### config.mk
export PLATFORM = sky130hd
export DESIGN_NAME = stopwatch_mode_ctrl
export DESIGN_NICKNAME = d
export VERILOG_FILES = /design/src/rtl/stopwatch_mode_ctrl.sv
export SDC_FILE = /design/constraint.sdc
export NUM_CORES = 1
export LEC_CHECK = 0
export ABC_AREA = 1
export BUFFER_PORTS_ARGS = -buffer_cell sky130_fd_sc_hd__buf_2
export CELL_PAD_IN_SITES_DETAIL_PLACEMENT = 1
export CELL_PAD_IN_SITES_GLOBAL_PLACEMENT = 2
export CORE_MARGIN = 2
export CORE_UTILIZATION = 30
export CTS_CLUSTER_SIZE = 10
export DETAILED_ROUTE_END_ITERATION = 7
export GPL_ROUTABILITY_DRIVEN = 0
export GPL_TIMING_DRIVEN = 0
export HOLD_SLACK_MARGIN = 0.05
export PLACE_DENSITY = 0.81
export SYNTH_ARGS = -nofsm -noshare
export SYNTH_HDL_FRONTEND = slang
export SYNTH_SLANG_ARGS = --single-unit
### constraint.sdc
create_clock -name clk_high_speed -period 2.2 [get_ports clk_high_speed]
set_input_delay 0.33 -clock clk_high_speed [delete_from_list [all_inputs] [get_ports clk_high_speed]]
set_output_delay 0.33 -clock clk_high_speed [all_outputs]
set_load 0.02 [all_outputs]
### src/rtl/stopwatch_mode_ctrl.sv
// rtl/stopwatch_mode_ctrl.sv - front-panel sequencer for the stopwatch/timer counter
//
// Purpose: turns debounced button levels into counter control (enable,
// direction, adjust pulses, clear), runs the stopwatch / countdown FSM and
// raises an alarm on countdown expiry.
// Optional feature macro: STOPWATCH_LAP_HOLD_EN (lap freeze of disp_* in SW_RUN).
// Ports:
//   clk_high_speed, rst           clock, async active-high reset
//   tick_1khz                     1 kHz square wave (edge detected here)
//   btn_start/clear/mode/sec/min  debounced button levels
//   time_ms/sec/min               counter value
//   cnt_en, cnt_up_down           counter enable / direction
//   cnt_inc_sec, cnt_inc_min      adjust pulses
//   cnt_clr                       counter clear request
//   disp_ms/sec/min               registered display value
//   alarm, state                  expiry indicator, FSM state code
module stopwatch_mode_ctrl #(
    parameter int ALARM_MS = 3000,
    parameter int INC_HOLD = 4,
    parameter int CLR_HOLD = 2
) (
    input  logic       clk_high_speed,
    input  logic       rst,
    input  logic       tick_1khz,
    input  logic       btn_start,
    input  logic       btn_clear,
    input  logic       btn_mode,
    input  logic       btn_sec,
    input  logic       btn_min,
    input  logic [9:0] time_ms,
    input  logic [5:0] time_sec,
    input  logic [5:0] time_min,
    output logic       cnt_en,
    output logic       cnt_up_down,
    output logic       cnt_inc_sec,
    output logic       cnt_inc_min,
    output logic       cnt_clr,
    output logic [9:0] disp_ms,
    output logic [5:0] disp_sec,
    output logic [5:0] disp_min,
    output logic       alarm,
    output logic [2:0] state
);

    localparam int PW = 8;
    localparam int AW = $clog2(ALARM_MS + 1);

    typedef enum logic [2:0] {
        SW_IDLE   = 3'd0,
        SW_RUN    = 3'd1,
        SW_PAUSE  = 3'd2,
        TMR_SET   = 3'd3,
        TMR_RUN   = 3'd4,
        TMR_PAUSE = 3'd5,
        TMR_DONE  = 3'd6
    } state_t;

    state_t          state_q;
    logic [4:0]      btn_prev_q;   // {min, sec, mode, clear, start}
    logic [4:0]      btn_edge_q;
    logic            tick_prev_q;
    logic            tick_edge_q;
    logic            zero_q;
    logic [PW-1:0]   hi_cnt_q;     // remaining high cycles of the active pulse
    logic [PW-1:0]   lo_cnt_q;     // remaining low-hold cycles after a pulse
    logic [PW-1:0]   lo_len_q;     // low-hold length to load when the pulse drops
    logic [AW-1:0]   alarm_cnt_q;
    logic            cnt_en_q, cnt_up_down_q, cnt_inc_sec_q, cnt_inc_min_q, cnt_clr_q;
    logic            alarm_q;
    logic [9:0]      disp_ms_q;
    logic [5:0]      disp_sec_q, disp_min_q;
`ifdef STOPWATCH_LAP_HOLD_EN
    logic            lap_hold_q;
`endif

    logic act_start, act_clear, act_mode, act_sec, act_min, any_edge, busy;
    logic en_want, ud_want;

    // Only the highest-priority edge of a cycle survives.
    assign act_clear = btn_edge_q[1];
    assign act_start = btn_edge_q[0] & ~btn_edge_q[1];
    assign act_mode  = btn_edge_q[2] & ~(|btn_edge_q[1:0]);
    assign act_sec   = btn_edge_q[3] & ~(|btn_edge_q[2:0]);
    assign act_min   = btn_edge_q[4] & ~(|btn_edge_q[3:0]);
    assign any_edge  = |btn_edge_q;
    assign busy      = cnt_inc_sec_q | cnt_inc_min_q | cnt_clr_q | (lo_cnt_q != '0);

    // Direction per state; states that do not care keep the current value.
    always_comb begin
        ud_want = cnt_up_down_q;
        en_want = 1'b0;
        case (state_q)
            SW_IDLE, TMR_SET: ud_want = 1'b1;
            SW_RUN:  begin ud_want = 1'b1; en_want = 1'b1; end
            TMR_RUN: begin ud_want = 1'b0; en_want = 1'b1; end
            default: ;
        endcase
    end

    always_ff @(posedge clk_high_speed or posedge rst) begin
        if (rst) begin
            state_q       <= SW_IDLE;
            btn_prev_q    <= '0;
            btn_edge_q    <= '0;
            tick_prev_q   <= 1'b0;
            tick_edge_q   <= 1'b0;
            zero_q        <= 1'b0;
            hi_cnt_q      <= '0;
            lo_cnt_q      <= '0;
            lo_len_q      <= '0;
            alarm_cnt_q   <= '0;
            cnt_en_q      <= 1'b0;
            cnt_up_down_q <= 1'b0;
            cnt_inc_sec_q <= 1'b0;
            cnt_inc_min_q <= 1'b0;
            cnt_clr_q     <= 1'b0;
            alarm_q       <= 1'b0;
            disp_ms_q     <= '0;
            disp_sec_q    <= '0;
            disp_min_q    <= '0;
`ifdef STOPWATCH_LAP_HOLD_EN
            lap_hold_q    <= 1'b0;
`endif
        end else begin
            btn_prev_q  <= {btn_min, btn_sec, btn_mode, btn_clear, btn_start};
            btn_edge_q  <= {btn_min, btn_sec, btn_mode, btn_clear, btn_start} & ~btn_prev_q;
            tick_prev_q <= tick_1khz;
            tick_edge_q <= tick_1khz & ~tick_prev_q;
            zero_q      <= (time_ms == '0) && (time_sec == '0) && (time_min == '0);

`ifdef STOPWATCH_LAP_HOLD_EN
            if (!lap_hold_q) begin
`else
            begin
`endif
                disp_ms_q  <= time_ms;
                disp_sec_q <= time_sec;
                disp_min_q <= time_min;
            end

            // Pulse engine: high phase, then optional low hold; busy blocks new edges.
            if (hi_cnt_q != '0) begin
                hi_cnt_q <= hi_cnt_q - 1'b1;
            end else if (cnt_inc_sec_q | cnt_inc_min_q | cnt_clr_q) begin
                cnt_inc_sec_q <= 1'b0;
                cnt_inc_min_q <= 1'b0;
                cnt_clr_q     <= 1'b0;
                lo_cnt_q      <= lo_len_q;
            end else if (lo_cnt_q != '0) begin
                lo_cnt_q <= lo_cnt_q - 1'b1;
            end

            // Direction only moves while the counter is already stopped, and
            // enable only rises once the direction is settled.
            if (!cnt_en_q && (cnt_up_down_q != ud_want)) begin
                cnt_up_down_q <= ud_want;
                cnt_en_q      <= 1'b0;
            end else begin
                cnt_en_q <= en_want && (cnt_up_down_q == ud_want);
            end

            case (state_q)
                SW_IDLE: if (!busy) begin
                    if (act_start) state_q <= SW_RUN;
                    else if (act_clear) begin
                        cnt_clr_q <= 1'b1; hi_cnt_q <= PW'(CLR_HOLD - 1); lo_len_q <= '0;
                    end else if (act_mode) begin
                        cnt_clr_q <= 1'b1; hi_cnt_q <= PW'(CLR_HOLD - 1); lo_len_q <= '0;
                        state_q   <= TMR_SET;
                    end
                end
                SW_RUN: if (!busy) begin
                    if (act_start) begin
                        state_q  <= SW_PAUSE;
                        cnt_en_q <= 1'b0;
`ifdef STOPWATCH_LAP_HOLD_EN
                        lap_hold_q <= 1'b0;
                    end else if (act_clear) begin
                        lap_hold_q <= ~lap_hold_q;
`endif
                    end
                end
                SW_PAUSE: if (!busy) begin
                    if (act_start) state_q <= SW_RUN;
                    else if (act_clear) begin
                        cnt_clr_q <= 1'b1; hi_cnt_q <= PW'(CLR_HOLD - 1); lo_len_q <= '0;
                        state_q   <= SW_IDLE;
`ifdef STOPWATCH_LAP_HOLD_EN
                        lap_hold_q <= 1'b0;
`endif
                    end
                end
                TMR_SET: if (!busy) begin
                    if (act_clear) begin
                        cnt_clr_q <= 1'b1; hi_cnt_q <= PW'(CLR_HOLD - 1); lo_len_q <= '0;
                    end else if (act_start) begin
                        if (!zero_q) state_q <= TMR_RUN;
                    end else if (act_mode) begin
                        cnt_clr_q <= 1'b1; hi_cnt_q <= PW'(CLR_HOLD - 1); lo_len_q <= '0;
                        state_q   <= SW_IDLE;
                    end else if (act_sec) begin
                        cnt_inc_sec_q <= 1'b1; hi_cnt_q <= PW'(INC_HOLD - 1);
                        lo_len_q      <= PW'(INC_HOLD - 1);
                    end else if (act_min) begin
                        cnt_inc_min_q <= 1'b1; hi_cnt_q <= PW'(INC_HOLD - 1);
                        lo_len_q      <= PW'(INC_HOLD - 1);
                    end
                end
                TMR_RUN: begin
                    if (zero_q) begin
                        state_q     <= TMR_DONE;
                        cnt_en_q    <= 1'b0;
                        alarm_q     <= 1'b1;
                        alarm_cnt_q <= '0;
                    end else if (!busy && act_start) begin
                        state_q  <= TMR_PAUSE;
                        cnt_en_q <= 1'b0;
                    end
                end
                TMR_PAUSE: if (!busy) begin
                    if (act_start) begin
                        if (!zero_q) state_q <= TMR_RUN;
                    end else if (act_clear) begin
                        cnt_clr_q <= 1'b1; hi_cnt_q <= PW'(CLR_HOLD - 1); lo_len_q <= '0;
                        state_q   <= TMR_SET;
                    end
                end
                TMR_DONE: begin
                    // Any button edge silences the alarm and is not acted on otherwise.
                    if (any_edge || (tick_edge_q && (alarm_cnt_q == AW'(ALARM_MS - 1)))) begin
                        alarm_q     <= 1'b0;
                        alarm_cnt_q <= '0;
                        state_q     <= TMR_SET;
                    end else if (tick_edge_q) begin
                        alarm_cnt_q <= alarm_cnt_q + 1'b1;
                    end
                end
                default: state_q <= SW_IDLE;
            endcase
        end
    end

    assign cnt_en      = cnt_en_q;
    assign cnt_up_down = cnt_up_down_q;
    assign cnt_inc_sec = cnt_inc_sec_q;
    assign cnt_inc_min = cnt_inc_min_q;
    assign cnt_clr     = cnt_clr_q;
    assign disp_ms     = disp_ms_q;
    assign disp_sec    = disp_sec_q;
    assign disp_min    = disp_min_q;
    assign alarm       = alarm_q;
    assign state       = state_q;

endmodule

==> flow_summary.ini, run 1 <==
[power_and_ir_drop]
peakVddDrop_v = 0.000346
leakagePower_nw = 2.17
power_density_mw_per_mm2 = 1140

[synth]
yosys.area_share.simple_pct = 33.0
synth_top_area_cell = dfrtp_1
syn-cell-area_sq_mm = 0.00369
synth_seq_cells = 73
synth_compound_area_share_pct = 6.38
synthAdderAreaFrac_pct = 1.36
synth_cell_types = 35
yosysSeqAreaShare_pct = 49.5
synth.area.top_cells = dfrtp_1 50%, nand2_1 11%, nand3_1 6.1%, nor2_1 5.2%, inv_1 4.9%
ys_warn_count = 0
synth_top_area_share_pct = 49.5
synthMuxAreaShare_pct = 0
synth.net_count = 477
synth_xor_area_share_pct = 2.61
syn_area_per_cell_sq_um = 8.32
synth_cells = 443
synth_top_family_by_area = simple AND/OR/NAND/NOR gates

[critical_path]
cp-start-kind = flop
crit_type = flop to flop
critical_path_required_ns = 2.42
arrival_ns = 2.00
crit_path_end_kind = flop
cp_max_fo = 6

[route]
ant_nets = 0
vias = 3187
viasPerCell = 4.77
drt-initial-drc-count = 134
routed_wl_microns = 8980
wire_per_inst_microns = 13.4
drt_pre_antenna_iters = 4
drc = 0

[floorplanning]
ioPinCount = 61
die_x_microns = 115
die_h_microns = 115
die-area_sq_mm = 0.0132
core-area_sq_mm = 0.0120
rows = 40
initial_utilization_pct = 30.7

[finish]
nFillCells = 1468
antennaDiodeCount = 0
nNetsFinal = 550
layout-drive-gt1-share_pct = 24.2
syn_to_final_growth_pct = 21.7

[clock_network]
cts-resized-gates = 0
cts_tree = yes
root_buffer = clkbuf_16
htree_levels = 3
clock-sinks = 73
cts_buffers = 9
clock_path_buffers = 2
cts.clk_slew.worst_paths_ns = 0.06
cts_setup_buffers = 0
clock_latency_ns = 0.33

[timing]
slew_viol_final = 0
grt_setup_unrepaired = false
tns_ns = 0
min_period_ns = 1.78
period_share_pct = 80.9
fin_skew_ns = 0.00831
report.final.hold_viol_count = 0
finalSetupViolations = 0
worstMarginPinSlew_ns = 0.542
max_freq_mhz = 562
slew-limit-headroom_pct = 63.7
holdWs_ns = 0.120

[worst_hold_path]
hold_path_class = primary input to flop

[placed_design]
place_hpwl_microns = 6990
port_buffers = 60

[status]
status = complete, no violations

[grt]
grt_max_degree = 43
grt_pass1_wl_microns = 15900
antenna_found_initial = 0
track_usage_pct = 15.1
grt.overflow.total = 0
grt_pass1_vias = 3326

[job]
drv_cap = 0
## cell usage after synthesis, drive strengths merged
cell type  number
a21oi          12
nor4            5
ha              4
clkinv          1
o31ai           4
a21boi          1
o21ai          21
or2             1
dfrtp          73
nor3            4
nand3b          1
nand3          48
nand2         113
o22ai           2
a211oi          1
inv            58
nor2           67
buf             3
xor2           11
nand4          13
## flip-flops by register name, summed over array words and instances (netlist names), 3 cells and up
register and flops:
state 3, disp_sec 6, disp_min 6, hi_cnt_q 8
alarm_cnt_q 12, disp_ms 10, btn_edge_q 5, lo_cnt_q 8
btn_prev_q 5
## worst max-delay path, stage by stage, from the launching register on
cell and delay, ns:
dfrtp_1 0.41, inv_1 0.10, ha_1 0.29, nand3_2 0.13
nor2_2 0.24, nor2_1 0.08, nor2_2 0.15, nand2_2 0.10
inv_4 0.12, nor2_2 0.04
## final cells by class
type	count	area [sq um]	area share (%)
plain buffers	3	30.0	0.669
clock buffers	12	246	5.49
multi-input cells	308	1600	35.6
repair buffers	62	338	7.53
well taps	147	184	4.10
inverters	59	234	5.21
clock inverters	4	28.8	0.641
flip-flops and latches	73	1830	40.7
## power by group
part | switching (mW) | internal (mW)
combinational | 1.32 | 0.695
clock | 0.557 | 0.795
sequential | 0.184 | 1.58
total | 2.06 | 3.06
## metal layers
metal | up-vias | track usage (%) | wire length (microns)
li1 | 1572 | - | -
met1 | 1534 | 20.0 | 4260
met2 | 68 | 23.6 | 4000
met3 | 13 | 4.22 | 538
met4 | 0 | 6.10 | 177
met5 | - | 0 | 0
## path summary, 6_finish.rpt
check | from | to | slack (ns) | depth (start not counted)
min in group asynchronous | rst | disp_ms[4] | 0.56 | 3
max in group asynchronous | rst | cnt_en | 1.09 | 4
max reg2reg | lo_cnt_q[0] | hi_cnt_q[7] | 0.42 | 9
max | lo_cnt_q[0] | hi_cnt_q[7] | 0.42 | 9
min reg2reg | btn_prev_q[4] | btn_edge_q[4] | 0.39 | 1
min | time_sec[4] | disp_sec[4] | 0.12 | 1
## through the flow
step	cell area (sq um)	std cells	util, %	setup WS [ns]	total power [mW]
2_1_floorplan	3690	443	-	0.0167	3.32
6_report	4490	668	37.4	0.419	5.13
3_3_place_gp	4170	650	34.7	-0.978	3.76
5_1_grt	4490	668	37.4	0.220	5.56
4_1_cts	4490	668	37.4	0.382	5.22
3_5_place_dp	4200	651	35.0	0.398	3.82
## kinds of logic (layout without fill, tap and decap cells)
group,Yosys count,count (layout)
xor+xnor,11,11
simple gates,252,252
fa+ha+maj,4,4
compound gates,41,41
flops,73,73
buf+inv,62,140
## placed cells by master (no fill, tap or decap), types with 3 or more instances in the layout
cell type	n
o21ai_0	13
nand2_2	6
nand3_2	3
nand2_4	3
nand4_1	11
clkbuf_16	9
buf_2	60
nor2_4	4
xor2_1	11
ha_1	4
o21ai_1	8
dfrtp_1	73
o31ai_1	3
nand2_1	104
nand3_1	45
nor2_1	51
nor2_2	11
nor4_1	5
inv_4	3
a21oi_1	10
inv_2	8
inv_1	47
## what timing repair did
| action | 4_1_cts | 5_1_grt |
|---|---|---|
| hold buffers | 1 | 0 |
| endpoints found under the setup margin | 0 | 0 |
| endpoints found under the hold margin | 31 | 0 |
No activity file was read; power rests on OpenSTA's default activity.
==> inputs of run 2 (changes only) <==
Settings changed: CORE_UTILIZATION 30 to 33, PLACE_DENSITY 0.81 to 0.84.
Clock period 2.2 ns to 1.7 ns, I/O delays scaled along.
==> run 2 against run 1 <==
  * Final cell count up 3.9%
  * Combinational power is 39% higher
  * Sequential share of layout area fell by 2.5 points
  * Clock power is essentially flat
  * Die area fell by 8.8%
  * Critical path depth down 2
  * Critical endpoint is now hi_cnt_q[0]
==> flow_summary.ini, run 2 (synthesized netlist as in run 1, its figures left out) <==
[status]
status = complete, no violations

[floorplanning]
core-area_sq_mm = 0.0109
die-area_sq_mm = 0.0120
die_x_microns = 110
ioPinCount = 61
initial_utilization_pct = 33.9
rows = 38
die_h_microns = 110

[clock_network]
root_buffer = clkbuf_8
cts_buffers = 9
cts.clk_slew.worst_paths_ns = 0.09
clock_latency_ns = 0.36
htree_levels = 3
clock-sinks = 73
cts_tree = yes
clock_path_buffers = 2

[critical_path]
crit_start = hi_cnt_q[0]
cp_max_fo = 5
crit_type = flop to flop
crit-reg2reg-launch = hi_cnt_q[0]
worstReg2RegEnd = hi_cnt_q[0]
critical_path_required_ns = 1.93
worstSetupEndpoint = hi_cnt_q[0]
arrival_ns = 1.81
r2r_cells = 7
r2r_slack_ns = 0.12
cp-start-kind = flop
crit_path_end_kind = flop

[job]
drv_cap = 0

[finish]
layout-drive-gt1-share_pct = 25.6
layout_common_cells = 103 x nand2_1, 73 x dfrtp_1, 60 x buf_2, 49 x nor2_1, 45 x inv_1
nNetsFinal = 584
final_cell_area_sq_mm = 0.00477
largest_reg_flops = 12
utilization_pct = 43.9
syn_to_final_growth_pct = 29.5
largest-register = alarm_cnt_q
final_common_cell = nand2_1
antennaDiodeCount = 0

[power_and_ir_drop]
p_seq_share_pct = 35.3
internal_power_mw = 3.74
p_comb_share_pct = 43.4
leakagePower_nw = 2.28
p_sw_share_pct = 42.2
power_density_mw_per_mm2 = 1360
total_power_mw = 6.47
p_switching_mw = 2.73
peakVddDrop_v = 0.000452
clockPowerShare_pct = 21.3

[grt]
grt_pass1_vias = 3635
grt_max_degree = 38
grt.overflow.total = 0
antenna_found_initial = 0
track_usage_pct = 19.0
grt_pass1_wl_microns = 17800

[timing]
period_share_pct = 92.9
slew_viol_final = 0
slew-limit-headroom_pct = 44.3
max_freq_mhz = 633
finalSetupViolations = 0
fin_skew_ns = 0.0118
report.final.hold_viol_count = 0
min_period_ns = 1.58
worstMarginPinSlew_ns = 0.833
tns_ns = 0

[route]
routed_wl_microns = 10000
viasPerCell = 4.77
wl_met3_microns = 457
top_layer_used = met4
drt_pre_antenna_iters = 4
drt-initial-drc-count = 116
wl_met1_microns = 4790
vias = 3311
wire_per_inst_microns = 14.5
drc = 0
route.met2.wl_microns = 4660
ant_nets = 0

[placed_design]
place_hpwl_microns = 7200
place_area_sq_mm = 0.00419
port_buffers = 60

[worst_hold_path]
hold_path_class = primary input to asynchronous set/reset pin
run 2: cell count changes in the layout (fill, tap and decap cells not counted), moves of 3 or more:
cell,previous run,this run
dlygate4sd3_1,1,28
clkbuf_16,9,0
clkbuf_8,1,9
buf_4,1,8
nor2_4,4,7
run 2: final cells by class:
cell class                 instances  area (sq um)
buffer                             3          30.0
clock buffer                       9           124
clock inverter                     6          67.6
fill                            1325          6110
inverter                          59           235
multi-input combinational        308          1660
sequential                        73          1830
tap                              140           175
timing repair buffer              96           653
run 2: what timing repair did:
item / in CTS / in global routing
pin swaps: 1 / 3
endpoints found under the hold margin: 28 / 0
setup endpoints to repair: 19 / 30
setup buffers: 4 / 3
cloned: 0 / 0
hold buffers: 28 / 0
resized for setup: 6 / 9
run 2: stage by stage:
step	hold WS (ns)	cells	setup slack, ns
global route	0.106	694	-0.00685
floorplan	0.286	443	0.170
global placement	0.377	643	-0.0603
finish	0.0486	694	0.121
detailed placement	0.380	644	-0.105
CTS	0.0729	691	0.0194
run 2: worst max-delay path, cell delays in order, from the launching register on:
cell     delay, ns
dfrtp_1       0.39
inv_1         0.11
ha_1          0.16
nand3_1       0.11
nor3_4        0.27
buf_4         0.18
xor2_1        0.14
nand3_1       0.10
run 2: worst min path at each step:
stage | from | end | cells past startpoint | slack (ns)
after floorplan | btn_start | btn_prev_q[0] | 0 | 0.29
after global placement | time_min[3] | disp_min[3] | 1 | 0.38
after detailed placement | time_sec[2] | disp_sec[2] | 1 | 0.38
after CTS | rst | disp_ms[6] | 2 | 0.07
after global routing | rst | disp_sec[5] | 2 | 0.11
final | rst | disp_sec[5] | 2 | 0.05
run 2: per-layer routing:
metal  GRT usage, %  up-vias
met5              0        -
met1           25.5     1594
met4           6.51        0
li1               -     1639
met3           3.91       11
met2           30.6       67
run 2: power by group through the flow:
| stage | combinational (mW) | clock, mW | sequential (mW) |
|---|---|---|---|
| global route | 3.18 | 1.51 | 2.33 |
| global placement | 2.55 | 0 | 2.29 |
| detailed placement | 2.64 | 0 | 2.31 |
| floorplan | 1.92 | 0 | 2.38 |
| finish | 2.81 | 1.38 | 2.28 |
| CTS | 2.80 | 1.42 | 2.28 |
==> inputs of run 3 (changes only) <==
Settings changed: CORE_MARGIN 2 to 4.
==> run 3 against run 2 <==
  * Global-route usage shrank 1.7 points
  * Maximum frequency shrank 1.5%
  * Final area grew 1.6%
  * Die area grew 7.4%
  * Register-to-register slack lost 0.02 ns
  * Utilization grew 0.69 points
  * Sequential cell count is the same
  * Sequential share of layout area shrank 0.54 points
  * Hold slack gained 0.34 ns
  * Via count grew 1.8%
  * Wire length grew 4.4%
==> flow_summary.ini, run 3 (synthesized netlist as in run 1, its figures left out) <==
[timing]
period_share_pct = 94.3
finalSetupViolations = 0
report.final.hold_viol_count = 0
tns_ns = 0
max_freq_mhz = 624
worstMarginPinSlew_ns = 0.560
fin_skew_ns = 0.00390
slew_viol_final = 0
holdWs_ns = 0.392
slew-limit-headroom_pct = 62.6
min_period_ns = 1.60

[worst_hold_path]
hp-start = btn_prev_q[1]
hold_path_class = flop to flop
whs_endpoint = btn_edge_q[1]
min_delay_path_depth = 1

[critical_path]
critical_path.max_stage_delay_ns = 0.39
cp-start-kind = flop
crit_type = flop to flop
worstReg2RegEnd = alarm_cnt_q[2]
cp_max_fo = 9
crit_slowest_cell = dfrtp_1
critical_path_required_ns = 1.98
arrival_ns = 1.88
crit_start = state[1]
crit_path_end_kind = flop
crit-reg2reg-launch = state[1]
r2r_slack_ns = 0.1
worstPathCellList = buf_6 > nor2_8 > nand3_1 > nand2_2 > nand2_4 > inv_2 > nand2_1 > a21oi_1
r2r_cells = 8

[route]
viasPerCell = 4.82
top_layer_used = met4
ant_nets = 0
wl_met1_microns = 4620
drt_pre_antenna_iters = 4
drt-initial-drc-count = 123
routed_wl_microns = 10500
vias = 3369
wire_per_inst_microns = 15.0
route.met2.wl_microns = 5120
drc = 0
wl_met3_microns = 547

[finish]
layout_common_cells = 101 x nand2_1, 71 x dfrtp_1, 60 x buf_2, 51 x nor2_1, 45 x nand3_1
utilization_pct = 44.5
syn_to_final_growth_pct = 31.5
antennaDiodeCount = 0
nNetsFinal = 588
largest-register = alarm_cnt_q
final_common_cell = nand2_1
largest_reg_flops = 12
layout-drive-gt1-share_pct = 26.3

[power_and_ir_drop]
power_density_mw_per_mm2 = 1380
total_power_mw = 6.72
peakVddDrop_v = 0.000538
leakagePower_nw = 2.32

[grt]
grt_pass1_vias = 3598
track_usage_pct = 17.3
antenna_found_initial = 0
grt.overflow.total = 0
grt_max_degree = 32
grt_pass1_wl_microns = 17700

[clock_network]
cts.clk_slew.worst_paths_ns = 0.08
cts_buffers = 9
clock_path_buffers = 2
clock-sinks = 73
clock_latency_ns = 0.35
htree_levels = 3
cts_tree = yes
root_buffer = clkbuf_8

[placed_design]
place_hpwl_microns = 7480
port_buffers = 60

[floorplanning]
die_x_microns = 114
initial_utilization_pct = 33.9
ioPinCount = 61
core-area_sq_mm = 0.0109
rows = 38
die-area_sq_mm = 0.0129
die_h_microns = 114

[job]
drv_cap = 0

[status]
status = complete, no violations
run 3: cell types whose count changed in the layout (fill, tap and decap cells not counted), moves of 2 or more:
cell | before | now
nand2_2 | 6 | 9
nand2_1 | 103 | 101
nor2_2 | 10 | 8
nor2_1 | 49 | 51
dfrtp_2 | 0 | 2
dfrtp_1 | 73 | 71
run 3: power by group:
part           internal [mW]  switching (mW)
clock                  0.833           0.720
combinational           1.06            1.80
sequential              2.04           0.262
total                   3.93            2.79
run 3: timing repair:
| item | 4_1_cts | 5_1_grt |
|---|---|---|
| pin swaps | 1 | 5 |
| hold endpoints to repair | 51 | 0 |
| resized for setup | 3 | 14 |
| setup endpoints to repair | 19 | 31 |
| hold buffers | 29 | 0 |
| setup buffers | 3 | 6 |
run 3: area by class of cell:
class | count | area (sq um)
Sequential cell | 73 | 1830
Fill cell | 1311 | 6040
Tap cell | 140 | 175
Clock inverter | 6 | 90.1
Clock buffer | 10 | 128
Buffer | 3 | 30.0
Inverter | 59 | 235
Multi-Input combinational cell | 308 | 1650
Timing Repair Buffer | 100 | 709
run 3: worst max-delay path, delay by kind of cell (launching register included):
family,cells,cell delay [ns]
AOI/OAI and AO/OA,1,0.13
DFF,1,0.39
buffers and inverters,2,0.27
and+or+nand+nor,5,0.72
run 3: worst max path at each step:
stage / endpoint / cells after the start
CTS: hi_cnt_q[3] / 9
global placement: hi_cnt_q[7] / 9
finish: alarm_cnt_q[2] / 8
global route: hi_cnt_q[6] / 9
detailed placement: hi_cnt_q[3] / 9
floorplan: hi_cnt_q[7] / 9
run 3: through the flow:
step | instance area (sq um) | std cells | setup WS, ns
floorplan | 3690 | 443 | 0.170
global placement | 4170 | 643 | -0.0698
detailed placement | 4210 | 645 | -0.136
CTS | 4760 | 693 | 0.00641
global route | 4850 | 699 | -0.00864
finish | 4850 | 699 | 0.0971
run 3: metal layers:
| metal | global-route usage [%] | up-vias |
|---|---|---|
| met5 | 0 | - |
| met2 | 28.5 | 79 |
| li1 | - | 1649 |
| met4 | 6.17 | 0 |
| met3 | 4.35 | 13 |
| met1 | 22.0 | 1628 |
